[src/rtl/miriscv_uart_pkg.sv]
// Shared register map, STATUS bit layout and transmitter FSM encoding for the UART TX block.
// Build option: MIRISCV_UART_PARITY_EN adds a parity bit slot between the data bits and the stop bit.
package miriscv_uart_pkg;

  localparam logic [1:0] TXDATA = 2'd0;
  localparam logic [1:0] STATUS = 2'd1;
  localparam logic [1:0] BAUD   = 2'd2;
  localparam logic [1:0] CTRL   = 2'd3;

  localparam int ST_BUSY  = 0;
  localparam int ST_FULL  = 1;
  localparam int ST_EMPTY = 2;
  localparam int ST_OVF   = 3;
  localparam int ST_LVL   = 8;

`ifdef MIRISCV_UART_PARITY_EN
  typedef enum logic [2:0] {IDLE, START, DATA, PARITY, STOP} uart_state_t;
`else
  typedef enum logic [1:0] {IDLE, START, DATA, STOP} uart_state_t;
`endif

endpackage

[src/rtl/miriscv_sync_fifo.sv]
// Single-clock FIFO with a separate level counter; a push into a full FIFO is
// accepted only when a pop happens in the same cycle.
module miriscv_sync_fifo #(
  parameter int WIDTH = 8,
  parameter int DEPTH = 4,
  localparam int AW    = $clog2(DEPTH),
  localparam int LVL_W = $clog2(DEPTH) + 1
) (
  input  logic             clk,
  input  logic             reset,
  input  logic             push,
  input  logic [WIDTH-1:0] wdata,
  input  logic             pop,
  output logic [WIDTH-1:0] rdata,
  output logic             full,
  output logic             empty,
  output logic [LVL_W-1:0] level
);

  logic [WIDTH-1:0] mem [DEPTH];
  logic [AW-1:0]    wr_ptr;
  logic [AW-1:0]    rd_ptr;
  logic             do_push;
  logic             do_pop;

  assign full    = (level == LVL_W'(DEPTH));
  assign empty   = (level == '0);
  assign do_pop  = pop && !empty;
  assign do_push = push && (!full || do_pop);
  assign rdata   = mem[rd_ptr];

  // Storage carries no reset; only pointers and level are cleared.
  always_ff @(posedge clk) begin
    if (do_push) mem[wr_ptr] <= wdata;
  end

  always_ff @(posedge clk) begin
    if (reset) begin
      wr_ptr <= '0;
      rd_ptr <= '0;
      level  <= '0;
    end else begin
      if (do_push) wr_ptr <= wr_ptr + AW'(1);
      if (do_pop)  rd_ptr <= rd_ptr + AW'(1);
      case ({do_push, do_pop})
        2'b10:   level <= level + LVL_W'(1);
        2'b01:   level <= level - LVL_W'(1);
        default: level <= level;
      endcase
    end
  end

endmodule

[src/rtl/miriscv_uart_tx.sv]
// Memory-mapped UART transmitter (8N1, LSB first, idle high) on the core data bus.
// Build option: MIRISCV_UART_PARITY_EN enables a parity slot and the CTRL.ODD bit.
module miriscv_uart_tx
  import miriscv_uart_pkg::*;
#(
  parameter logic [31:0] BASE_ADDR   = 32'h0000_1000,
  parameter int          FIFO_DEPTH  = 4,
  parameter logic [15:0] DEFAULT_DIV = 16'd867
) (
  input  logic        clk,
  input  logic        reset,
  input  logic        data_req_i,
  input  logic        data_we_i,
  input  logic [3:0]  data_be_i,
  input  logic [31:0] data_addr_i,
  input  logic [31:0] data_wdata_i,
  output logic [31:0] data_rdata_o,
  output logic        tx_o,
  output logic        busy_o
);

  localparam int LVL_W = $clog2(FIFO_DEPTH) + 1;

  logic             sel, wr_en, rd_en;
  logic [1:0]       reg_idx;
  logic             push, pop;
  logic             fifo_full, fifo_empty;
  logic [LVL_W-1:0] fifo_level;
  logic [7:0]       fifo_head;
  logic             ovf_q, en_q;
  logic [15:0]      baud_div;
  logic             unused_bits;

  uart_state_t state;
  logic [15:0] cnt;
  logic [15:0] div_cur;
  logic [2:0]  bit_cnt;
  logic [7:0]  shreg;
  logic        tick;
`ifdef MIRISCV_UART_PARITY_EN
  logic        odd_q;
  logic        par_q;
`endif

  assign sel         = data_req_i && (data_addr_i[31:4] == BASE_ADDR[31:4]);
  assign reg_idx     = data_addr_i[3:2];
  assign wr_en       = sel && data_we_i;
  assign rd_en       = sel && !data_we_i;
  assign unused_bits = ^{data_addr_i[1:0], data_wdata_i[31:16], data_be_i[3:2]};

  assign push = wr_en && (reg_idx == TXDATA) && data_be_i[0];
  assign pop  = (state == IDLE) && en_q && !fifo_empty;
  assign tick = (cnt == div_cur);

  // Queued bytes count as busy only while they are allowed to go out.
  assign busy_o = (state != IDLE) || (en_q && !fifo_empty);

  miriscv_sync_fifo #(.WIDTH(8), .DEPTH(FIFO_DEPTH)) u_fifo (
    .clk   (clk),
    .reset (reset),
    .push  (push),
    .wdata (data_wdata_i[7:0]),
    .pop   (pop),
    .rdata (fifo_head),
    .full  (fifo_full),
    .empty (fifo_empty),
    .level (fifo_level)
  );

  // Register file: overflow set has priority over a W1C clear in the same cycle.
  always_ff @(posedge clk) begin
    if (reset) begin
      ovf_q    <= 1'b0;
      en_q     <= 1'b0;
      baud_div <= DEFAULT_DIV;
`ifdef MIRISCV_UART_PARITY_EN
      odd_q    <= 1'b0;
`endif
    end else begin
      if (push && fifo_full && !pop)
        ovf_q <= 1'b1;
      else if (wr_en && (reg_idx == STATUS) && data_be_i[0] && data_wdata_i[ST_OVF])
        ovf_q <= 1'b0;
      if (wr_en && (reg_idx == BAUD)) begin
        if (data_be_i[0]) baud_div[7:0]  <= data_wdata_i[7:0];
        if (data_be_i[1]) baud_div[15:8] <= data_wdata_i[15:8];
      end
      if (wr_en && (reg_idx == CTRL) && data_be_i[0]) begin
        en_q  <= data_wdata_i[0];
`ifdef MIRISCV_UART_PARITY_EN
        odd_q <= data_wdata_i[1];
`endif
      end
    end
  end

  always_comb begin
    data_rdata_o = '0;
    if (rd_en) begin
      case (reg_idx)
        STATUS: begin
          data_rdata_o[ST_BUSY]        = busy_o;
          data_rdata_o[ST_FULL]        = fifo_full;
          data_rdata_o[ST_EMPTY]       = fifo_empty;
          data_rdata_o[ST_OVF]         = ovf_q;
          data_rdata_o[ST_LVL +: 8]    = 8'(fifo_level);
        end
        BAUD:  data_rdata_o[15:0] = baud_div;
        CTRL: begin
          data_rdata_o[0] = en_q;
`ifdef MIRISCV_UART_PARITY_EN
          data_rdata_o[1] = odd_q;
`endif
        end
        default: data_rdata_o = '0;
      endcase
    end
  end

  // Divisor is latched at every bit boundary so a BAUD_DIV write never stretches the current bit.
  always_ff @(posedge clk) begin
    if (reset) begin
      state   <= IDLE;
      tx_o    <= 1'b1;
      cnt     <= '0;
      bit_cnt <= '0;
    end else begin
      case (state)
        IDLE: begin
          if (pop) begin
            state   <= START;
            shreg   <= fifo_head;
            div_cur <= baud_div;
            cnt     <= '0;
            bit_cnt <= '0;
            tx_o    <= 1'b0;
`ifdef MIRISCV_UART_PARITY_EN
            par_q   <= ^fifo_head;
`endif
          end
        end
        START: begin
          if (tick) begin
            state   <= DATA;
            cnt     <= '0;
            div_cur <= baud_div;
            tx_o    <= shreg[0];
          end else begin
            cnt <= cnt + 16'd1;
          end
        end
        DATA: begin
          if (tick) begin
            cnt     <= '0;
            div_cur <= baud_div;
            if (bit_cnt == 3'd7) begin
`ifdef MIRISCV_UART_PARITY_EN
              state <= PARITY;
              tx_o  <= par_q ^ odd_q;
`else
              state <= STOP;
              tx_o  <= 1'b1;
`endif
            end else begin
              bit_cnt <= bit_cnt + 3'd1;
              shreg   <= {1'b0, shreg[7:1]};
              tx_o    <= shreg[1];
            end
          end else begin
            cnt <= cnt + 16'd1;
          end
        end
`ifdef MIRISCV_UART_PARITY_EN
        PARITY: begin
          if (tick) begin
            state   <= STOP;
            cnt     <= '0;
            div_cur <= baud_div;
            tx_o    <= 1'b1;
          end else begin
            cnt <= cnt + 16'd1;
          end
        end
`endif
        STOP: begin
          if (tick) begin
            state <= IDLE;
            cnt   <= '0;
            tx_o  <= 1'b1;
          end else begin
            cnt <= cnt + 16'd1;
          end
        end
        default: begin
          state <= IDLE;
          tx_o  <= 1'b1;
          cnt   <= '0;
        end
      endcase
    end
  end

endmodule

[config.mk]
export PLATFORM = sky130hd
export DESIGN_NAME = miriscv_uart_tx
export DESIGN_NICKNAME = d
export VERILOG_FILES = /design/src/rtl/miriscv_uart_pkg.sv /design/src/rtl/miriscv_sync_fifo.sv /design/src/rtl/miriscv_uart_tx.sv
export SDC_FILE = /design/constraint.sdc
export NUM_CORES = 1
export LEC_CHECK = 0
export CORE_AREA = 10 10 106 145
export CTS_CLUSTER_SIZE = 16
export DETAILED_ROUTE_END_ITERATION = 8
export DIE_AREA = 0 0 116 155
export PLACE_DENSITY_LB_ADDON = 0.1
export SYNTH_ARGS = -nofsm -noshare
export SYNTH_HDL_FRONTEND = slang
export SYNTH_SLANG_ARGS = --single-unit
[constraint.sdc]
create_clock -name clk -period 6.6 [get_ports clk]
set_input_delay 0.99 -clock clk [delete_from_list [all_inputs] [get_ports clk]]
set_output_delay 0.99 -clock clk [all_outputs]
set_load 0.01 [all_outputs]
==> results.sh, run 1 <==
export IMPL_outcome="finished clean"
export IMPL_die_height_um=155
export IMPL_ir_drop_mv=0.113
export IMPL_antenna_left=0
export IMPL_maxCapViolCount=0
export IMPL_portBuffers=69
export IMPL_synth_warnings=0
export IMPL_synth_common_cells="edfxtp_1, dfxtp_1, nor2_1"
export IMPL_max_clock_freq_mhz=200
export IMPL_cp_startpoint="data_addr_i[13]"
export IMPL_r2r_start="state[0]"
export IMPL_ys_top_cells_by_area="edfxtp_1, dfxtp_1, ha_1"
export IMPL_yosysMostFrequentCell="edfxtp_1"
export IMPL_leakage_uw=0.00198
export IMPL_vias_per_cell=5.19
export IMPL_coreArea_sq_mm=0.0128
export IMPL_min_path_type="flop to flop"
export IMPL_grt_pass1_wl_mm=18.3
export IMPL_start_util_pct=38.8
export IMPL_io_pins=106
export IMPL_grt_usage_pct=13.1
export IMPL_clk_pin_slew_ns=0.07
export IMPL_setup_worst_path_start_class="primary input"
export IMPL_drtPass1Iterations=7
export IMPL_drt_wirelength_per_cell_um=18.0
export IMPL_postCtsSetupBuffers=0
export IMPL_synthDistinctLibCells=52
export IMPL_synth_edf_count=56
export IMPL_synthArstFlopShare_pct=0
export IMPL_relSlewSlack_pct=24.9
export IMPL_root_buffer="clkbuf_16"
export IMPL_critPathArrivalTime_ns=4.01
export IMPL_gp_congestion=0.760
export IMPL_grt_pass1_vias=3319
export IMPL_overflow=0
export IMPL_fin_util_pct=47.1
export IMPL_final_nets=570
export IMPL_path_class="primary input to output port"
export IMPL_synth_largest_area_cell="edfxtp_1"
export IMPL_maxSlewViolCount=0
export IMPL_fin_tns_setup_ns=0
export IMPL_synth_top_flop_cell="edfxtp_1"
export IMPL_cts_buffer_depth=2
export IMPL_drt_iter0_drc=145
export IMPL_hpwlAfterDp_mm=8.59
export IMPL_r2r_cells=12
export IMPL_crit_end="data_rdata_o[3]"
export IMPL_r2r_slack_ns=3.61
export IMPL_cts_tree="built"
export IMPL_cts_htree_levels=3
export IMPL_rsz0062_at_grt="no"
export IMPL_synth_seq_area_share_pct=53.8
export IMPL_netlist_area_leader_share_pct=34.0
export IMPL_worst_pin_slew_ns=1.12
export IMPL_drc=0
export IMPL_drive_gt1_share_pct=8.45
export IMPL_final_hold_viol_count=0
export IMPL_setup_viol=0
export IMPL_powerDensity_mw_per_mm2=218
export IMPL_synth_cells=425
export IMPL_post_route_min_period_ns=5.00
export IMPL_cts_made_buffers=9
export IMPL_cp_required_ns=5.61
export IMPL_die_width_um=116
export IMPL_endpoint_kind="output port"
export IMPL_cts_hold_buf=0
export IMPL_clock_sinks=105
export IMPL_path_max_fanout=11
export IMPL_ctsResizeCount=0
export IMPL_fin_crit_sh_pct=75.8
export IMPL_reg2reg_to="u_fifo.level[2]"
export IMPL_hold_ws_ns=0.472
export IMPL_area_growth_pct=21.3
export IMPL_vias=3313
export IMPL_antenna_cells=0
export IMPL_grt_max_degree=43
export IMPL_power_total_uw=1310
export IMPL_num_rows=49
export IMPL_netlist_area_sq_mm=0.00495
export IMPL_skew_ns=0.0104
export IMPL_avgSynthCellArea_sq_um=11.6
export IMPL_totalWireLength_mm=11.5
export IMPL_die_area_sq_mm=0.0180
export IMPL_antenna_found_initial=0
export IMPL_clk_latency_ns=0.35
export IMPL_ys_ff_latch=105
==> area by class of cell <==
class                      count  area [sq um]
fill                        1166          6750
sequential                   105          2660
multi-input combinational    278          2050
timing repair buffer          72           713
clock buffer                   9           225
tap                          153           191
clock inverter                 7           103
inverter                      14          52.6
==> state kept, by name (all words and copies together) (netlist names), 2 cells and up, named ones only <==
| signal | flops |
|---|---|
| bit_cnt | 3 |
| u_fifo.wr_ptr | 2 |
| u_fifo.level | 3 |
| cnt | 16 |
| u_fifo.mem | 32 |
| state | 2 |
| div_cur | 16 |
| u_fifo.rd_ptr | 2 |
| baud_div | 16 |
| shreg | 8 |
==> power by group <==
part           internal, uW  switching, uW  leakage (uW)
clock network           309            266      0.000160
logic                  30.1           22.8      0.000920
registers               683   0.0000000263      0.000899
==> kinds of logic after synthesis <==
logic type	count (synthesis)	share of synthesized area, %
flip-flops	105	53.8
multiplexers	36	9.48
AND/OR/NAND/NOR	129	13.5
adder cells (fa/ha/maj)	18	4.70
other	1	0.0758
buffers and inverters	57	5.92
AO/OA/AOI/OAI	58	8.47
XOR/XNOR	21	4.02
==> layout by cell type (no fill, tap or decap), types with 4 or more instances in the layout <==
master	synthesis	final
a21oi_1	13	13
a22oi_1	6	6
a311oi_1	13	13
a41oi_1	5	5
and2_1	6	6
and3_1	13	13
clkbuf_16	0	9
clkdlybuf4s50_1	0	69
conb_1	1	16
dfxtp_1	49	49
edfxtp_1	56	56
ha_1	17	17
inv_1	13	13
mux2_2	7	7
mux2i_1	21	21
mux4_2	8	8
nand2_1	26	26
nand3_1	9	9
nand4_1	6	6
nor2_1	37	37
nor3_1	9	8
nor4_1	5	5
o21ai_0	9	9
or3_1	4	4
xnor2_1	16	16
==> worst max-delay path, stage by stage <==
cell and delay [ns]:
clkdlybuf4s50_1 0.40, nor4b_1 0.35, nand4_1 0.24, nor3_1 0.93, nand2_1 0.34, nor2_1 0.22, clkdlybuf4s50_1 0.56
==> stage by stage <==
step,instances,worst slack (ns),area [sq um]
6_report,638,1.60,6000
5_1_grt,638,1.31,6000
4_1_cts,638,1.60,6000
3_5_place_dp,622,1.61,5670
3_3_place_gp,622,1.55,5670
2_1_floorplan,440,3.36,5000
==> how the worst min path moves through the flow <==
stage                      start           to  slack (ns)  cells past startpoint
detailed placement  baud_div[15]  div_cur[15]        0.45                      0
global placement    baud_div[12]  div_cur[12]        0.44                      0
CTS                 baud_div[15]  div_cur[15]        0.47                      0
floorplan           baud_div[11]  div_cur[11]        0.42                      0
finish              baud_div[11]  div_cur[11]        0.47                      0
global route        baud_div[15]  div_cur[15]        0.49                      0
==> metal layers <==
layer  track usage, %  routed length, um  up-vias  share of wire, %
li1                 -                  -     1642                 -
met3             3.19                400        4               3.5
met4             3.89                 82        0              0.71
met2             23.4               6420       55                56
met5                0                  0        -                 0
met1             14.9               4600     1612                40
(Power assumes the default switching activity.)
==> run 2, diff against run 1 <==
clock period = 4.1 ns   (was 6.6 ns; I/O delays follow)
==> run 2 against run 1 <==
  * Sequential share of layout area hardly changed
  * Clock-buffer cell count unchanged
  * Design area is essentially flat
  * Critical path type unchanged
==> results.sh, run 2 (synthesis results as in run 1) <==
export IMPL_drt_wirelength_per_cell_um=17.9
export IMPL_r2r_start="state[0]"
export IMPL_max_clock_freq_mhz=288
export IMPL_r2r_cells=13
export IMPL_area_growth_pct=21.4
export IMPL_grt_pass1_vias=3413
export IMPL_fin_crit_sh_pct=84.6
export IMPL_cts_buffer_depth=2
export IMPL_rsz0062_at_grt="no"
export IMPL_critPathArrivalTime_ns=2.86
export IMPL_antenna_left=0
export IMPL_clock_sinks=105
export IMPL_drive_gt1_share_pct=9.18
export IMPL_path_class="primary input to output port"
export IMPL_skew_ns=0.0105
export IMPL_setup_worst_path_start_class="primary input"
export IMPL_vias_per_cell=5.24
export IMPL_endpoint_kind="output port"
export IMPL_grt_pass1_wl_mm=18.3
export IMPL_clk_latency_ns=0.35
export IMPL_cts_hold_buf=0
export IMPL_cts_htree_levels=3
export IMPL_hpwlAfterDp_mm=8.59
export IMPL_crit_end="data_rdata_o[0]"
export IMPL_drc=0
export IMPL_overflow=0
export IMPL_postCtsSetupBuffers=0
export IMPL_path_max_fanout=10
export IMPL_setup_viol=0
export IMPL_mostFrequentLayoutCell="clkdlybuf4s50_1"
export IMPL_cp_startpoint="data_addr_i[20]"
export IMPL_reg2reg_to="u_fifo.level[2]"
export IMPL_largest_register_ffs=32
export IMPL_io_pins=106
export IMPL_maxSlewViolCount=0
export IMPL_totalWireLength_mm=11.5
export IMPL_powerDensity_mw_per_mm2=340
export IMPL_final_hold_viol_count=0
export IMPL_grt_max_degree=43
export IMPL_most_common_layout_cells="clkdlybuf4s50_1, edfxtp_1, dfxtp_1"
export IMPL_drt_iter0_drc=97
export IMPL_gp_congestion=0.740
export IMPL_min_path_type="flop to flop"
export IMPL_maxCapViolCount=0
export IMPL_coreArea_sq_mm=0.0128
export IMPL_cts_made_buffers=9
export IMPL_die_width_um=116
export IMPL_post_route_min_period_ns=3.47
export IMPL_hold_start="baud_div[11]"
export IMPL_power_total_uw=2040
export IMPL_die_height_um=155
export IMPL_antenna_cells=0
export IMPL_die_area_sq_mm=0.0180
export IMPL_grt_usage_pct=13.0
export IMPL_largest_register="u_fifo.mem"
export IMPL_final_nets=575
export IMPL_leakage_uw=0.00199
export IMPL_portBuffers=69
export IMPL_antenna_found_initial=0
export IMPL_fin_tns_setup_ns=0
export IMPL_relSlewSlack_pct=43.3
export IMPL_start_util_pct=38.8
export IMPL_num_rows=49
export IMPL_root_buffer="clkbuf_16"
export IMPL_vias=3367
export IMPL_r2r_slack_ns=1.20
export IMPL_ctsResizeCount=0
export IMPL_clk_pin_slew_ns=0.08
export IMPL_worst_pin_slew_ns=0.846
export IMPL_drtPass1Iterations=5
export IMPL_cp_required_ns=3.48
export IMPL_outcome="finished clean"
export IMPL_ir_drop_mv=0.224
export IMPL_cts_tree="built"
## run 2: changes by cell type in the layout (fill, tap and decap cells not counted)
| cell | previous run | this run |
|---|---|---|
| clkinv_4 | 0 | 1 |
| clkinv_8 | 2 | 1 |
| buf_4 | 3 | 8 |
| clkinv_1 | 1 | 2 |
| bufinv_16 | 1 | 0 |
## run 2: how the worst min path moves through the flow
stage,slack (ns),endpoint,cells past startpoint
floorplan,0.42,div_cur[11],0
global placement,0.44,div_cur[12],0
detailed placement,0.45,div_cur[11],0
CTS,0.46,div_cur[11],0
global route,0.49,div_cur[15],0
finish,0.45,div_cur[11],0
## run 2: power breakdown
group	total, uW	internal, uW	switching, uW
clock network	856	430	426
logic	85.5	48.5	37.0
registers	1100	1100	0.0000000407
## run 2: worst max-delay path: stages
cell and delay, ns:
clkdlybuf4s50_1 0.40, nor4_1 0.33, nand4_1 0.23, nor3_1 0.28, buf_4 0.21, nor3b_1 0.20
clkdlybuf4s50_1 0.59
## run 2: area by class of cell
type / count / area [sq um]
fill: 1175 / 6750
sequential: 105 / 2660
multi-input combinational: 278 / 2050
timing repair buffer: 77 / 751
clock buffer: 9 / 225
tap: 153 / 191
clock inverter: 7 / 68.8
inverter: 14 / 52.6
## run 2: metal layers
metal	GRT usage [%]	part of all wire, %	vias up	routed length, um
li1	-	-	1650	-
met1	14.9	41	1644	4660
met2	22.8	54	58	6190
met3	3.43	4.0	15	460
met4	4.12	1.5	0	178
met5	0	0	-	0
## run 2: stage by stage
step	instances	instance area [sq um]	setup WS, ns	hold WS, ns	utilization, %
global route	643	6010	0.398	0.490	47.1
floorplan	440	5000	1.23	0.421	-
CTS	643	6010	0.607	0.461	47.1
finish	643	6010	0.629	0.453	47.1
global placement	627	5710	0.558	0.441	44.8
detailed placement	627	5710	0.619	0.448	44.8
==> run 3, diff against run 2 <==
clock period = 3.05 ns   (was 4.1 ns; I/O delays follow)
==> run 3 against run 2 <==
  * Global-route usage increased by 0.30 points
  * Worst hold slack improved by 0.016 ns
  * Die area unchanged
  * Via count increased by 0.83%
  * Sequential power increased by 35%
  * Largest power group unchanged
  * Register-to-register slack got worse by 0.91 ns
  * Cell count increased by 3.1%
  * Clock-buffer cell count increased by 2
==> results.sh, run 3 (synthesis results as in run 1) <==
export IMPL_vias=3395
export IMPL_rsz0062_at_grt="no"
export IMPL_portBuffers=69
export IMPL_largest_register="u_fifo.mem"
export IMPL_cts_htree_levels=3
export IMPL_start_util_pct=38.8
export IMPL_path_max_fanout=10
export IMPL_coreArea_sq_mm=0.0128
export IMPL_power_total_uw=2720
export IMPL_setup_viol=0
export IMPL_powerDensity_mw_per_mm2=436
export IMPL_multi_input_area_sq_mm=0.00208
export IMPL_antenna_found_initial=0
export IMPL_maxCapViolCount=0
export IMPL_outcome="finished clean"
export IMPL_path_class="primary input to output port"
export IMPL_totalWireLength_mm=11.7
export IMPL_final_hold_viol_count=0
export IMPL_mostFrequentLayoutCell="clkdlybuf4s50_1"
export IMPL_crit_end="data_rdata_o[4]"
export IMPL_drive_gt1_share_pct=13.7
export IMPL_die_area_sq_mm=0.0180
export IMPL_seq_area_sq_mm=0.00266
export IMPL_endpoint_kind="output port"
export IMPL_area_growth_pct=25.9
export IMPL_clk_latency_ns=0.34
export IMPL_num_rows=49
export IMPL_clock_sinks=105
export IMPL_hpwlAfterDp_mm=8.83
export IMPL_antenna_cells=0
export IMPL_reg2reg_to="u_fifo.level[2]"
export IMPL_relSlewSlack_pct=54.9
export IMPL_grt_pass1_wl_mm=19.0
export IMPL_root_buffer="clkbuf_16"
export IMPL_vias_per_cell=5.12
export IMPL_ir_drop_mv=0.293
export IMPL_r2r_cells=11
export IMPL_cp_required_ns=2.59
export IMPL_largest_register_ffs=32
export IMPL_post_route_min_period_ns=2.95
export IMPL_final_nets=595
export IMPL_drt_iter0_drc=179
export IMPL_die_width_um=116
export IMPL_maxSlewViolCount=0
export IMPL_r2r_slack_ns=0.29
export IMPL_dp_cells=646
export IMPL_cts_buffer_depth=2
export IMPL_drtPass1Iterations=4
export IMPL_drc=0
export IMPL_cp_startpoint="data_addr_i[13]"
export IMPL_fin_cells=663
export IMPL_cts_tree="built"
export IMPL_cts_made_buffers=9
export IMPL_worst_pin_slew_ns=0.672
export IMPL_fin_crit_sh_pct=96.6
export IMPL_leakage_uw=0.00222
export IMPL_clk_pin_slew_ns=0.07
export IMPL_gp_congestion=0.775
export IMPL_r2r_start="u_fifo.level[2]"
export IMPL_min_path_type="flop to flop"
export IMPL_die_height_um=155
export IMPL_grt_pass1_vias=3531
export IMPL_fillers=1155
export IMPL_most_common_layout_cells="clkdlybuf4s50_1, edfxtp_1, dfxtp_1"
export IMPL_grt_max_degree=37
export IMPL_overflow=0
export IMPL_grt_usage_pct=13.3
export IMPL_max_clock_freq_mhz=339
export IMPL_setup_worst_path_start_class="primary input"
export IMPL_drt_wirelength_per_cell_um=17.6
export IMPL_skew_ns=0.00891
export IMPL_antenna_left=0
export IMPL_critPathArrivalTime_ns=2.49
export IMPL_io_pins=106
==> run 3: cell count changes in the layout (fill, tap and decap cells not counted), sizes merged <==
| cell | change |
|---|---|
| buf | +20 |
| clkbuf | +2 |
| clkdlybuf4s50 | -8 |
| clkinv | -1 |
| dlygate4sd2 | +2 |
| dlymetal6s2s | +6 |
| inv | -1 |
==> run 3: worst min path at each step <==
stage / from / end / slack, ns / cells past startpoint
finish: baud_div[12] / div_cur[12] / 0.47 / 0
global route: baud_div[12] / div_cur[12] / 0.48 / 0
CTS: baud_div[12] / div_cur[12] / 0.47 / 0
detailed placement: baud_div[12] / div_cur[12] / 0.45 / 0
global placement: baud_div[12] / div_cur[12] / 0.44 / 0
floorplan: baud_div[11] / div_cur[11] / 0.42 / 0
==> run 3: metrics by stage <==
stage	instance area (sq um)	worst slack [ns]	hold WS [ns]	util (%)	TNS, ns
floorplan	5000	0.188	0.421	-	0
global placement	5890	-0.123	0.444	46.2	-1.02
detailed placement	5890	-0.129	0.450	46.2	-0.631
CTS	6190	0.0153	0.469	48.5	0
global route	6230	0.0000353	0.482	48.9	0
finish	6230	0.103	0.469	48.9	0
==> run 3: layout make-up <==
cell class                      count  share of cell area, %
Timing Repair Buffer               97                   15.3
Sequential cell                   105                   42.7
Clock inverter                      5                  0.763
Clock buffer                       11                   3.89
Multi-Input combinational cell    278                   33.4
Tap cell                          153                   3.07
Inverter                           14                  0.843
==> run 3: repair_timing <==
action | in CTS | in global routing
hold buffers | 0 | 0
pin swaps | 0 | 1
gates resized for setup | 4 | 9
setup endpoints to repair | 12 | 14
setup buffers | 0 | 1
==> run 3: worst max-delay path, cell delays in order <==
cell and delay [ns]:
clkdlybuf4s50_1 0.42, nor4b_2 0.29, nand4_1 0.18, nor3_2 0.22, buf_4 0.19, and3_1 0.18
clkdlybuf4s50_1 0.55
==> run 3: power by group <==
| part | leakage, uW | total (uW) | switching (uW) | internal [uW] |
|---|---|---|---|---|
| Clock | 0.000144 | 1120 | 529 | 592 |
| Sequential | 0.000899 | 1480 | 0.0000000489 | 1480 |
| Combinational | 0.00118 | 118 | 51.1 | 67.4 |
==> run 3: metal layers <==
metal,global-route usage (%),up-vias,share of wire (%)
met5,0,-,0
met4,3.53,0,1.4
met3,2.50,8,3.2
met2,24.0,48,54
met1,15.6,1652,42
li1,-,1687,-
